### src/rtl/jt51_search_pkg.sv
// Shared definitions for the phinc-to-keycode successive-approximation search.
// Holds the default widths, the FSM state encoding and the iteration-counter width.
package jt51_search_pkg;

  localparam int unsigned KCW_DEF = 10;
  localparam int unsigned PHW_DEF = 12;
  localparam int unsigned CNT_W   = $clog2(KCW_DEF);

  typedef enum logic [1:0] {
    IDLE   = 2'd0,
    SEARCH = 2'd1,
    CHECK  = 2'd2
  } state_t;

endpackage

### src/rtl/jt51_phinc_search_if.sv
// Request/result bundle of the phinc search block.
//   start_valid/start_ready : request handshake, target sampled on acceptance
//   target                  : requested phase increment
//   done                    : one-cycle pulse, results just updated
//   kc_out/exact/underflow  : search result, held between done pulses
interface jt51_phinc_search_if
  import jt51_search_pkg::*;
#(
  parameter int unsigned KCW = KCW_DEF,
  parameter int unsigned PHW = PHW_DEF
);
  logic           start_valid;
  logic           start_ready;
  logic [PHW-1:0] target;
  logic           done;
  logic [KCW-1:0] kc_out;
  logic           exact;
  logic           underflow;

  modport master (
    output start_valid, target,
    input  start_ready, done, kc_out, exact, underflow
  );

  modport slave (
    input  start_valid, target,
    output start_ready, done, kc_out, exact, underflow
  );
endinterface

### src/rtl/jt51_phinc_search.sv
// Inverse keycode->phinc lookup: finds the largest keycode whose table phinc
// does not exceed the target, one table probe per cycle (MSB first).
//   clk, rst_n : clock, synchronous active-low reset
//   bus        : request/result interface (slave side)
//   rom_kc     : keycode presented to the external table
//   rom_phinc  : table phinc for rom_kc, combinational same-cycle
module jt51_phinc_search
  import jt51_search_pkg::*;
#(
  parameter int unsigned KCW = KCW_DEF,
  parameter int unsigned PHW = PHW_DEF
)(
  input  logic                 clk,
  input  logic                 rst_n,
  jt51_phinc_search_if.slave   bus,
  output logic [KCW-1:0]       rom_kc,
  input  logic [PHW-1:0]       rom_phinc
);

  localparam int unsigned IW = (KCW > 1) ? $clog2(KCW) : 1;

  state_t         state_q, state_d;
  logic [PHW-1:0] target_q, target_d;
  logic [KCW-1:0] result_q, result_d;
  logic [IW-1:0]  bit_q, bit_d;
  logic [KCW-1:0] rom_kc_q, rom_kc_d;
  logic           ready_q, ready_d;
  logic           done_q, done_d;
  logic [KCW-1:0] kc_out_q, kc_out_d;
  logic           exact_q, exact_d;
  logic           uf_q, uf_d;

  logic           hit;
  logic           uf;
  logic [KCW-1:0] result_set;

  // State and datapath registers
  always_ff @(posedge clk) begin
    if (!rst_n) begin
      state_q  <= IDLE;
      target_q <= '0;
      result_q <= '0;
      bit_q    <= '0;
      rom_kc_q <= '0;
      ready_q  <= 1'b1;
      done_q   <= 1'b0;
      kc_out_q <= '0;
      exact_q  <= 1'b0;
      uf_q     <= 1'b0;
    end else begin
      state_q  <= state_d;
      target_q <= target_d;
      result_q <= result_d;
      bit_q    <= bit_d;
      rom_kc_q <= rom_kc_d;
      ready_q  <= ready_d;
      done_q   <= done_d;
      kc_out_q <= kc_out_d;
      exact_q  <= exact_d;
      uf_q     <= uf_d;
    end
  end

  // Next-state and SAR datapath. rom_kc is computed one cycle ahead so the
  // probe keycode comes straight from a flop.
  always_comb begin
    state_d    = state_q;
    target_d   = target_q;
    result_d   = result_q;
    bit_d      = bit_q;
    rom_kc_d   = rom_kc_q;
    done_d     = 1'b0;
    kc_out_d   = kc_out_q;
    exact_d    = exact_q;
    uf_d       = uf_q;
    hit        = 1'b0;
    uf         = 1'b0;
    result_set = result_q;

    case (state_q)
      IDLE: begin
        if (bus.start_valid && ready_q) begin
          target_d = bus.target;
          result_d = '0;
          bit_d    = IW'(KCW - 1);
          rom_kc_d = KCW'(1) << (KCW - 1);
          state_d  = SEARCH;
        end
      end

      SEARCH: begin
        hit        = (rom_phinc <= target_q);
        result_set = result_q | (hit ? (KCW'(1) << bit_q) : KCW'(0));
        result_d   = result_set;
        if (bit_q == '0) begin
          rom_kc_d = result_set;
          state_d  = CHECK;
        end else begin
          bit_d    = bit_q - IW'(1);
          rom_kc_d = result_set | (KCW'(1) << (bit_q - IW'(1)));
        end
      end

      CHECK: begin
        // rom_kc == result here, so rom_phinc is phinc(result)
        uf       = (result_q == '0) && (rom_phinc > target_q);
        kc_out_d = uf ? KCW'(0) : result_q;
        exact_d  = !uf && (rom_phinc == target_q);
        uf_d     = uf;
        done_d   = 1'b1;
        state_d  = IDLE;
      end

      default: state_d = IDLE;
    endcase

    ready_d = (state_d == IDLE);
  end

  assign rom_kc        = rom_kc_q;
  assign bus.start_ready = ready_q;
  assign bus.done      = done_q;
  assign bus.kc_out    = kc_out_q;
  assign bus.exact     = exact_q;
  assign bus.underflow = uf_q;

endmodule

### src/flat_wrapper.sv
// flat-port wrapper written by rule: the top's interface ports become plain ports
module jt51_phinc_search_flat import jt51_search_pkg::*;
#(
  parameter int unsigned KCW = KCW_DEF,
  parameter int unsigned PHW = PHW_DEF
)
  (clk, rst_n, rom_kc, rom_phinc, bus_start_valid, bus_target, bus_start_ready, bus_done, bus_kc_out, bus_exact, bus_underflow);
  jt51_phinc_search_if #(.KCW(KCW), .PHW(PHW)) bus_i ();
  input  logic clk;
  input  logic rst_n;
  output logic [KCW-1:0] rom_kc;
  input  logic [PHW-1:0] rom_phinc;
  input wire logic [$bits(bus_i.start_valid)-1:0] bus_start_valid;
  input wire logic [$bits(bus_i.target)-1:0] bus_target;
  output wire logic [$bits(bus_i.start_ready)-1:0] bus_start_ready;
  output wire logic [$bits(bus_i.done)-1:0] bus_done;
  output wire logic [$bits(bus_i.kc_out)-1:0] bus_kc_out;
  output wire logic [$bits(bus_i.exact)-1:0] bus_exact;
  output wire logic [$bits(bus_i.underflow)-1:0] bus_underflow;
  assign bus_i.start_valid = bus_start_valid;
  assign bus_i.target = bus_target;
  assign bus_start_ready = bus_i.start_ready;
  assign bus_done = bus_i.done;
  assign bus_kc_out = bus_i.kc_out;
  assign bus_exact = bus_i.exact;
  assign bus_underflow = bus_i.underflow;
  jt51_phinc_search #(.KCW(KCW), .PHW(PHW)) u_core (.clk(clk), .rst_n(rst_n), .bus(bus_i), .rom_kc(rom_kc), .rom_phinc(rom_phinc));
endmodule
### config.mk
export PLATFORM = sky130hd
export DESIGN_NAME = jt51_phinc_search_flat
export DESIGN_NICKNAME = d
export VERILOG_FILES = /design/src/rtl/jt51_search_pkg.sv /design/src/rtl/jt51_phinc_search_if.sv /design/src/rtl/jt51_phinc_search.sv /design/src/flat_wrapper.sv
export SDC_FILE = /design/constraint.sdc
export NUM_CORES = 1
export LEC_CHECK = 0
export CORE_MARGIN = 2
export CORE_UTILIZATION = 51
export CTS_CLUSTER_DIAMETER = 100
export DETAILED_ROUTE_END_ITERATION = 8
export GPL_TIMING_DRIVEN = 0
export PLACE_DENSITY = 0.8
export SLEW_MARGIN = 20
export SYNTH_ARGS = -nofsm -noshare
export SYNTH_HDL_FRONTEND = slang
export SYNTH_SLANG_ARGS = --single-unit
### constraint.sdc
create_clock -name clk -period 2.2 [get_ports clk]
set_input_delay 0.44 -clock clk [delete_from_list [all_inputs] [get_ports clk]]
set_output_delay 0.44 -clock clk [all_outputs]
set_load 0.005 [all_outputs]
* Yosys cells after proc, flatten, opt, wreduce, memory -nomap -nowiden
Index checks and enable logic that the tools add are counted.
** Storage, ports and cells
- Flip-flop bits (word level) :: 52
- Input port bits :: 27
- Output and inout bits :: 24
- Word-level logic and storage cells :: 48
** Cells by class
- Add/sub/neg operators :: 1
- $lt $le $gt $ge :: 2
- Equality and inequality tests :: 5
- Shift-type cells :: 2
- Mux-type cells :: 14
- Bitwise gates (word level) :: 2
- Reductions and logical operators :: 12
** Operator list (count)
- two-way mux 10 bit :: 5
- case mux 10 bit (2 select lines) :: 2
- bitwise OR 10 bit :: 2
- << shifter 1 x 4 -> 10 bit, first input constant :: 2
- equality test 12 bit :: 1
- greater-than comparator 12 bit :: 1
- less-or-equal comparator 12 bit :: 1
- zero test 10 bit :: 1
- two-way mux 4 bit :: 2
- case mux 4 bit (2 select lines) :: 1
- zero test 2 bit :: 2
- zero test 4 bit :: 1
- two-way mux 2 bit :: 2
- case mux 2 bit (2 select lines) :: 1
- AND reduction 2 bit :: 2
- subtractor 4 x 1 -> 4 bit, second input constant :: 1
- logical AND 1 bit :: 3
- AND reduction 3 bit :: 1
- equality test 2 x 1 -> 1 bit, second input constant :: 1
- equality test 2 bit, second input constant :: 1
- != test 2 x 1 -> 1 bit, second input constant :: 1
- != test 2 bit, second input constant :: 1
- nonzero test 2 bit :: 1
- zero test 1 bit :: 1
- two-way mux 1 bit :: 1

* Depth between registers and ports, before layout
Gate-level depths: netlist of run 1.
- Word-level depth :: 6
- Mapped depth :: 8
- Mapped depth without buffers :: 7

* Worst setup path before layout of run 1
Ideal clock, no wire load.
- Path type :: input port to flip-flop
- Start point :: input port rom_phinc[1]
- End point :: register u_core.rom_kc_q[0] (netlist: u_core.rom_kc[0])
- Library setup time :: 0.135 ns
- Data arrival time :: 1.813 ns
- Required time :: 2.065 ns
- Slack :: 0.253 ns
- Stages on the path :: 7
- Path buffers :: 1
- Path through :: ha_1 -> nor2b_1 -> o211ai_1 -> a211o_1 -> a31oi_2 -> buf_2 -> o22ai_1
** On the way
- Word-level cells in the longest chain between the ends :: 6
** Ends and longest elaborated chain
- start: declaration :: line flat_wrapper.sv:12 : input logic [PHW-1:0] rom_phinc;
- less-or-equal comparator 12 bit * :: line jt51_phinc_search.sv:92 : hit = (rom_phinc <= target_q);
- two-way mux 10 bit * :: line jt51_phinc_search.sv:93 : result_set = result_q | (hit ? (KCW'(1) << bit_q) : KCW'(0));
- bitwise OR 10 bit * :: line jt51_phinc_search.sv:93
- bitwise OR 10 bit :: line jt51_phinc_search.sv:100 : rom_kc_d = result_set | (KCW'(1) << (bit_q - IW'(1)));
- two-way mux 10 bit * :: line jt51_phinc_search.sv:95 : if (bit_q == '0) begin
- case mux 10 bit (2 select lines) * :: line jt51_phinc_search.sv:80 : case (state_q)
- end signal: assignment :: line jt51_phinc_search.sv:55 : rom_kc_q <= rom_kc_d;
- end: declaration :: line jt51_phinc_search.sv:26 : logic [KCW-1:0] rom_kc_q, rom_kc_d;
Mark *: on every way between the ends. The rest lies on a longest branch, timed or not.
A chain may end at the register's enable or synchronous reset.

* Final worst setup path of run 1
- Start point :: input port rom_phinc[10]
- End point :: register u_core.rom_kc_q[8] (netlist: u_core.rom_kc[8])
The elaborated chain is that of the path after synthesis.

==> flow_summary.json, run 1 <==
{
  "final_core_util_pct": 67.8,
  "first_pass_iters": 5,
  "via_per_inst": 5.75,
  "synthesis.instances": 292,
  "die_w_um": 73.1,
  "grt_pass1_vias": 2160,
  "diodes": 0,
  "synth_nets": 339,
  "nets": 399,
  "ant_nets": 0,
  "holdPathEnd": "u_core.target_q[4]$_SDFFE_PN0P_",
  "clockBufferDepth": 2,
  "synth_cell_types": 45,
  "p_per_area_nw_per_um2": 659,
  "relSlewSlack_pct": 57.0,
  "clk_pin_slew_ns": 0.09,
  "gr-total-overflow": 0,
  "vdd_ir_drop_max_uv": 492,
  "drt-total-wl_um": 5920,
  "syn_to_final_growth_pct": 29.7,
  "rsz0062_at_grt": "no",
  "hold_viol": 0,
  "start_util_pct": 52.3,
  "drcViolationCount": 0,
  "reg2reg_from": "u_core.bit_q[1]$_SDFFE_PN0P_",
  "rows": 25,
  "gr-usage-all-layers_pct": 24.3,
  "cts-root-buf": "clkbuf_8",
  "synthTopCellsByArea": "dfxtp_1 43%, ha_1 10%, nand2_1 9.7%",
  "ys.flop_type": "dfxtp_1",
  "vias": 2341,
  "yosysTopAreaCell": "dfxtp_1",
  "ys_seq_area_share_pct": 42.7,
  "syn-cell-area_um2": 2440,
  "path_class": "in -> reg",
  "avgSynthCellArea_um2": 8.34,
  "cap_violations": 0,
  "hp-class": "reg -> reg",
  "rrSetupSlack_ns": 0.21,
  "cts_buffers": 5,
  "status": "complete, no violations",
  "tritoncts": "done",
  "crit_arrival_ns": 2.29,
  "required_ns": 2.45,
  "grt_start_max_net_pins": 19,
  "period_needed_ns": 2.04,
  "core_area_um2": 4660,
  "cts_htree_levels": 2,
  "grt_pass1_wl_um": 10100,
  "r2r_end": "u_core.rom_kc[2]$_SDFFE_PN0P_",
  "crit_fanout": 6,
  "finalMaxSlewViolations": 0,
  "synthArstFlopShare_pct": 0,
  "holdPathStages": 2,
  "dr.first_iter.drc_count": 210,
  "drive_gt1_share_pct": 7.37,
  "leakagePower_nw": 1.17,
  "setup_slack_ns": 0.157,
  "antenna_found_initial": 0,
  "fmax_mhz": 489,
  "drt-wirelength-per-cell_um": 14.6,
  "io_buffers": 50,
  "fp.dieH_um": 73.1,
  "critPathLaunchType": "input port",
  "io_pins": 51,
  "yosys_warnings": 0,
  "post-synth-top-area-fraction_pct": 42.7,
  "post-place-ws_ns": -0.502,
  "endpoint_kind": "register",
  "clk_latency_ns": 0.32,
  "worst_slew_pin_slew_ns": 0.642,
  "fin_skew_ns": 0.00590,
  "reg2regPathDepth": 7,
  "hp-start": "u_core.target_q[4]$_SDFFE_PN0P_",
  "dieArea_um2": 5350,
  "synth_edf_count": 0,
  "gp_congestion": 0.866,
  "cts.sinks": 52,
  "dpl.hpwl_um": 4470,
  "setup_viol": 0,
  "min_period_over_period_pct": 92.9,
  "ys_ff_latch": 52
}
Yosys cell counts (2+ instances only):
cell type and instances:
or4_1 2, o21ai_0 9, o22ai_1 9, a222oi_1 7, nand4_1 5, and3_1 2
nand4b_1 2, clkbuf_1 10, nor3_2 2, nand2b_1 3, nor3_1 2, nor2_1 10
nor2b_1 3, and2_1 3, dfxtp_1 52, a21oi_1 34, nand2_1 63, inv_1 17
ha_1 20, a31oi_1 4, nand3_1 9
worst max-delay path, cell delays in order:
cell and delay, ns:
clkdlybuf4s50_1 0.40, ha_1 0.31, nand4_1 0.22, nor3_4 0.42
a221oi_1 0.15, o31a_1 0.15, a211oi_2 0.20
layout make-up:
class	instances	area, um^2
plain buffers	12	48.8
clock buffers	5	68.8
clock inverters	3	27.5
fillers	402	1500
inverters	17	63.8
multi-input cells	211	1320
flip-flops and latches	52	1040
well taps	54	67.6
repair buffers	53	523
report_power, final:
group | internal [mW] | switching, mW | total, mW
clock network | 0.234 | 0.344 | 0.578
logic | 0.208 | 0.270 | 0.478
registers | 0.985 | 0.0418 | 1.03
cells in the final DEF (no fill, tap or decap), types with 2 or more instances in the layout:
cell type	count
nand2_1	63
dfxtp_1	51
clkdlybuf4s50_1	50
a21oi_1	33
ha_1	20
inv_1	17
clkbuf_1	10
nor2_1	10
o21ai_0	9
nand3_1	9
o22ai_1	9
a222oi_1	7
nand4_1	5
clkbuf_8	5
a31oi_1	4
buf_4	4
nor2b_1	3
and2_1	3
nand2_4	2
nand2b_1	2
nor3_1	2
or4_1	2
and3_1	2
nand4b_1	2
what timing repair did:
item	CTS	global route
pin swaps	0	3
hold endpoints to repair	0	0
gates resized for setup	3	6
setup endpoints to repair	10	11
hold buffers	0	0
setup buffers	0	3
routing by layer:
layer	wire [um]	vias up	part of all wire (%)	GRT usage (%)
li1	-	1158	-	-
met4	114	0	1.9	9.26
met2	2760	87	47	37.4
met1	2680	1084	45	33.3
met3	359	12	6.1	5.11
met5	0	-	0	0
kinds of logic after synthesis:
group	Yosys count	synth area share (%)
and+or+nand+nor	114	22.4
DFF	52	42.7
buffers and inverters	29	4.52
AOI/OAI and AO/OA	77	20.1
adders and majority gates	20	10.3
stage by stage:
step | instances | TNS, ns | hold WS, ns | area, um^2 | total power [mW]
finish | 407 | 0 | 0.459 | 3160 | 2.08
global route | 407 | 0 | 0.472 | 3160 | 2.20
CTS | 404 | 0 | 0.463 | 3120 | 2.06
detailed placement | 396 | -7.03 | 0.450 | 3000 | 1.49
global placement | 396 | -6.00 | 0.442 | 3000 | 1.48
floorplan | 292 | 0 | 0.436 | 2440 | 1.33
how the worst max path moves through the flow:
| stage | cells after the start | start | to | slack, ns |
|---|---|---|---|---|
| CTS | 7 | rom_phinc[10] | u_core.rom_kc[2]$_SDFFE_PN0P_ | 0.003 |
| detailed placement | 7 | rom_phinc[10] | u_core.rom_kc[2]$_SDFFE_PN0P_ | -0.50 |
| floorplan | 7 | rom_phinc[1] | u_core.rom_kc[0]$_SDFFE_PN0P_ | 0.25 |
| finish | 7 | rom_phinc[10] | u_core.rom_kc[8]$_SDFFE_PN0P_ | 0.16 |
| global placement | 7 | rom_phinc[10] | u_core.rom_kc[2]$_SDFFE_PN0P_ | -0.45 |
| global route | 7 | rom_phinc[10] | u_core.rom_kc[8]$_SDFFE_PN0P_ | 0.007 |
flip-flops by register name (all words and copies together), names as in the netlist:
| signal | count |
|---|---|
| u_core.rom_kc | 10 |
| u_core.state_q | 2 |
| u_core.bus.exact | 1 |
| u_core.bus.kc_out | 10 |
| u_core.target_q | 12 |
| u_core.bus.start_ready | 1 |
| u_core.bus.underflow | 1 |
| u_core.bus.done | 1 |
| u_core.bit_q | 4 |
| u_core.result_q | 10 |
Power figures use the tool's default switching activity.
==> inputs of run 2 (changes only) <==
--- a/config.mk
+++ b/config.mk
@@ -9,7 +9,7 @@
 export CORE_UTILIZATION = 51
 export CTS_CLUSTER_DIAMETER = 100
 export DETAILED_ROUTE_END_ITERATION = 8
-export GPL_TIMING_DRIVEN = 0
+export GPL_TIMING_DRIVEN = 1
 export PLACE_DENSITY = 0.8
 export SLEW_MARGIN = 20
 export SYNTH_ARGS = -nofsm -noshare
==> run 2 against run 1 <==
  * Critical path depth unchanged
  * Total power down 0.98%
  * Sequential share of layout area down 0.23 points
  * Flip-flop and latch count unchanged
  * First-iteration DRC count up 2.9%
  * Clock-buffer cell count unchanged
  * Die area unchanged
  * Hold slack better by 0.00078 ns
  * Design area up 0.59%
  * Maximum frequency down 1.1%
  * Critical path type is now reg -> reg
  * Critical endpoint is now u_core.rom_kc[3]$_SDFFE_PN0P_
  * Largest power group unchanged
==> flow_summary.json, run 2 (same netlist as run 1, synthesis figures left out) <==
{
  "status": "complete, no violations",
  "ctsHoldBuffers": 0,
  "via_per_inst": 5.59,
  "io_pins": 51,
  "diodes": 0,
  "final_core_util_pct": 68.2,
  "dr.first_iter.drc_count": 216,
  "gr-total-overflow": 0,
  "finalMaxSlewViolations": 0,
  "reg2reg_from": "u_core.bit_q[1]$_SDFFE_PN0P_",
  "holdPathEnd": "u_core.bus.kc_out[7]$_SDFFE_PN0P_",
  "clk_pin_slew_ns": 0.10,
  "total_power_mw": 2.06,
  "postCtsSetupBuffers": 0,
  "hold_slack_ns": 0.460,
  "drt-total-wl_um": 5810,
  "io_buffers": 50,
  "largest-register": "u_core.target_q",
  "hp-start": "u_core.bus.kc_out[7]$_SDFFE_PN0P_",
  "cts_buffers": 5,
  "vias": 2288,
  "dieArea_um2": 5350,
  "setup_slack_ns": 0.134,
  "period_needed_ns": 2.07,
  "crit_arrival_ns": 2.25,
  "ant_nets": 0,
  "cap_violations": 0,
  "min_period_over_period_pct": 93.9,
  "core_area_um2": 4660,
  "fin_skew_ns": 0.0109,
  "reg2regPathDepth": 7,
  "first_pass_iters": 5,
  "drive_gt1_share_pct": 10.1,
  "largest_reg_flops": 12,
  "seq_area_um2": 1040,
  "fp.dieH_um": 73.1,
  "r2r_end": "u_core.rom_kc[3]$_SDFFE_PN0P_",
  "layout_common_cells": "63 x nand2_1, 52 x dfxtp_1, 50 x clkdlybuf4s50_1",
  "start_util_pct": 52.3,
  "tritoncts": "done",
  "cts-root-buf": "clkbuf_8",
  "hp-class": "reg -> reg",
  "rows": 25,
  "die_w_um": 73.1,
  "leakagePower_nw": 1.19,
  "clk_latency_ns": 0.31,
  "p_per_area_nw_per_um2": 648,
  "path_class": "reg -> reg",
  "final_common_cell": "nand2_1",
  "gr-usage-all-layers_pct": 23.1,
  "cts_htree_levels": 2,
  "post-place-ws_ns": -0.130,
  "dpl.hpwl_um": 4440,
  "crit_fanout": 8,
  "hold_viol": 0,
  "drcViolationCount": 0,
  "worst_slew_pin_slew_ns": 0.726,
  "fmax_mhz": 484,
  "antenna_found_initial": 0,
  "rsz0062_at_grt": "no",
  "grt_start_max_net_pins": 19,
  "drt-wirelength-per-cell_um": 14.2,
  "final_cell_area_um2": 3180,
  "required_ns": 2.39,
  "fill_cells": 395,
  "critPathLaunchType": "register",
  "vdd_ir_drop_max_uv": 511,
  "ctsResizeCount": 0,
  "gp_congestion": 0.918,
  "grt_pass1_vias": 2141,
  "syn_to_final_growth_pct": 30.5,
  "multiInputGateArea_um2": 1280,
  "holdPathStages": 2,
  "setup_viol": 0,
  "cts.sinks": 52,
  "relSlewSlack_pct": 51.5,
  "placed_area_um2": 3090,
  "endpoint_kind": "register",
  "nets": 401,
  "clockBufferDepth": 2,
  "rrSetupSlack_ns": 0.13,
  "grt_pass1_wl_um": 9760
}
[run 2: power breakdown]
| group | internal, mW | switching, mW | total [mW] |
|---|---|---|---|
| Sequential | 0.984 | 0.0338 | 1.02 |
| Clock | 0.232 | 0.329 | 0.562 |
| Combinational | 0.217 | 0.265 | 0.482 |
| Total | 1.43 | 0.629 | 2.06 |
[run 2: final cells by class]
cell class / instances / share of cell area [%]
clock inverter: 3 / 0.787
clock buffer: 5 / 2.16
multi-input combinational: 211 / 40.4
inverter: 17 / 2.01
timing repair buffer: 67 / 19.8
tap: 54 / 2.13
sequential: 52 / 32.7
[run 2: worst max path at each step]
stage / to / cells past startpoint / start / slack, ns
final: u_core.rom_kc[3]$_SDFFE_PN0P_ / 7 / u_core.bit_q[1]$_SDFFE_PN0P_ / 0.13
after global routing: u_core.result_q[6]$_SDFFE_PN0P_ / 7 / rom_phinc[10] / 0.07
after CTS: u_core.bus.underflow$_SDFFE_PN0P_ / 8 / rom_phinc[10] / 0.19
after detailed placement: u_core.rom_kc[3]$_SDFFE_PN0P_ / 7 / rom_phinc[10] / -0.13
after global placement: u_core.rom_kc[2]$_SDFFE_PN0P_ / 7 / rom_phinc[10] / -0.08
after floorplan: u_core.rom_kc[0]$_SDFFE_PN0P_ / 7 / rom_phinc[1] / 0.25
[run 2: through the flow]
| step | std cells | TNS [ns] |
|---|---|---|
| global placement | 401 | -1.26 |
| CTS | 409 | 0 |
| finish | 409 | 0 |
| global route | 409 | 0 |
| detailed placement | 401 | -2.04 |
| floorplan | 292 | 0 |
[run 2: worst max-delay path: stages, from the launching register on]
cell and delay (ns):
dfxtp_1 0.32, inv_1 0.12, ha_1 0.22, or3b_2 0.52
nand2_2 0.19, nor3_1 0.12, a222oi_1 0.32, o22ai_1 0.14
[run 2: metal layers]
metal  vias to the layer above  global-route usage [%]  share of wire [%]
li1                       1161                       -                  -
met1                      1041                    31.4                 46
met2                        78                    37.4                 46
met3                         8                    4.70                6.5
met4                         0                    5.97                1.2
met5                         -                       0                  0
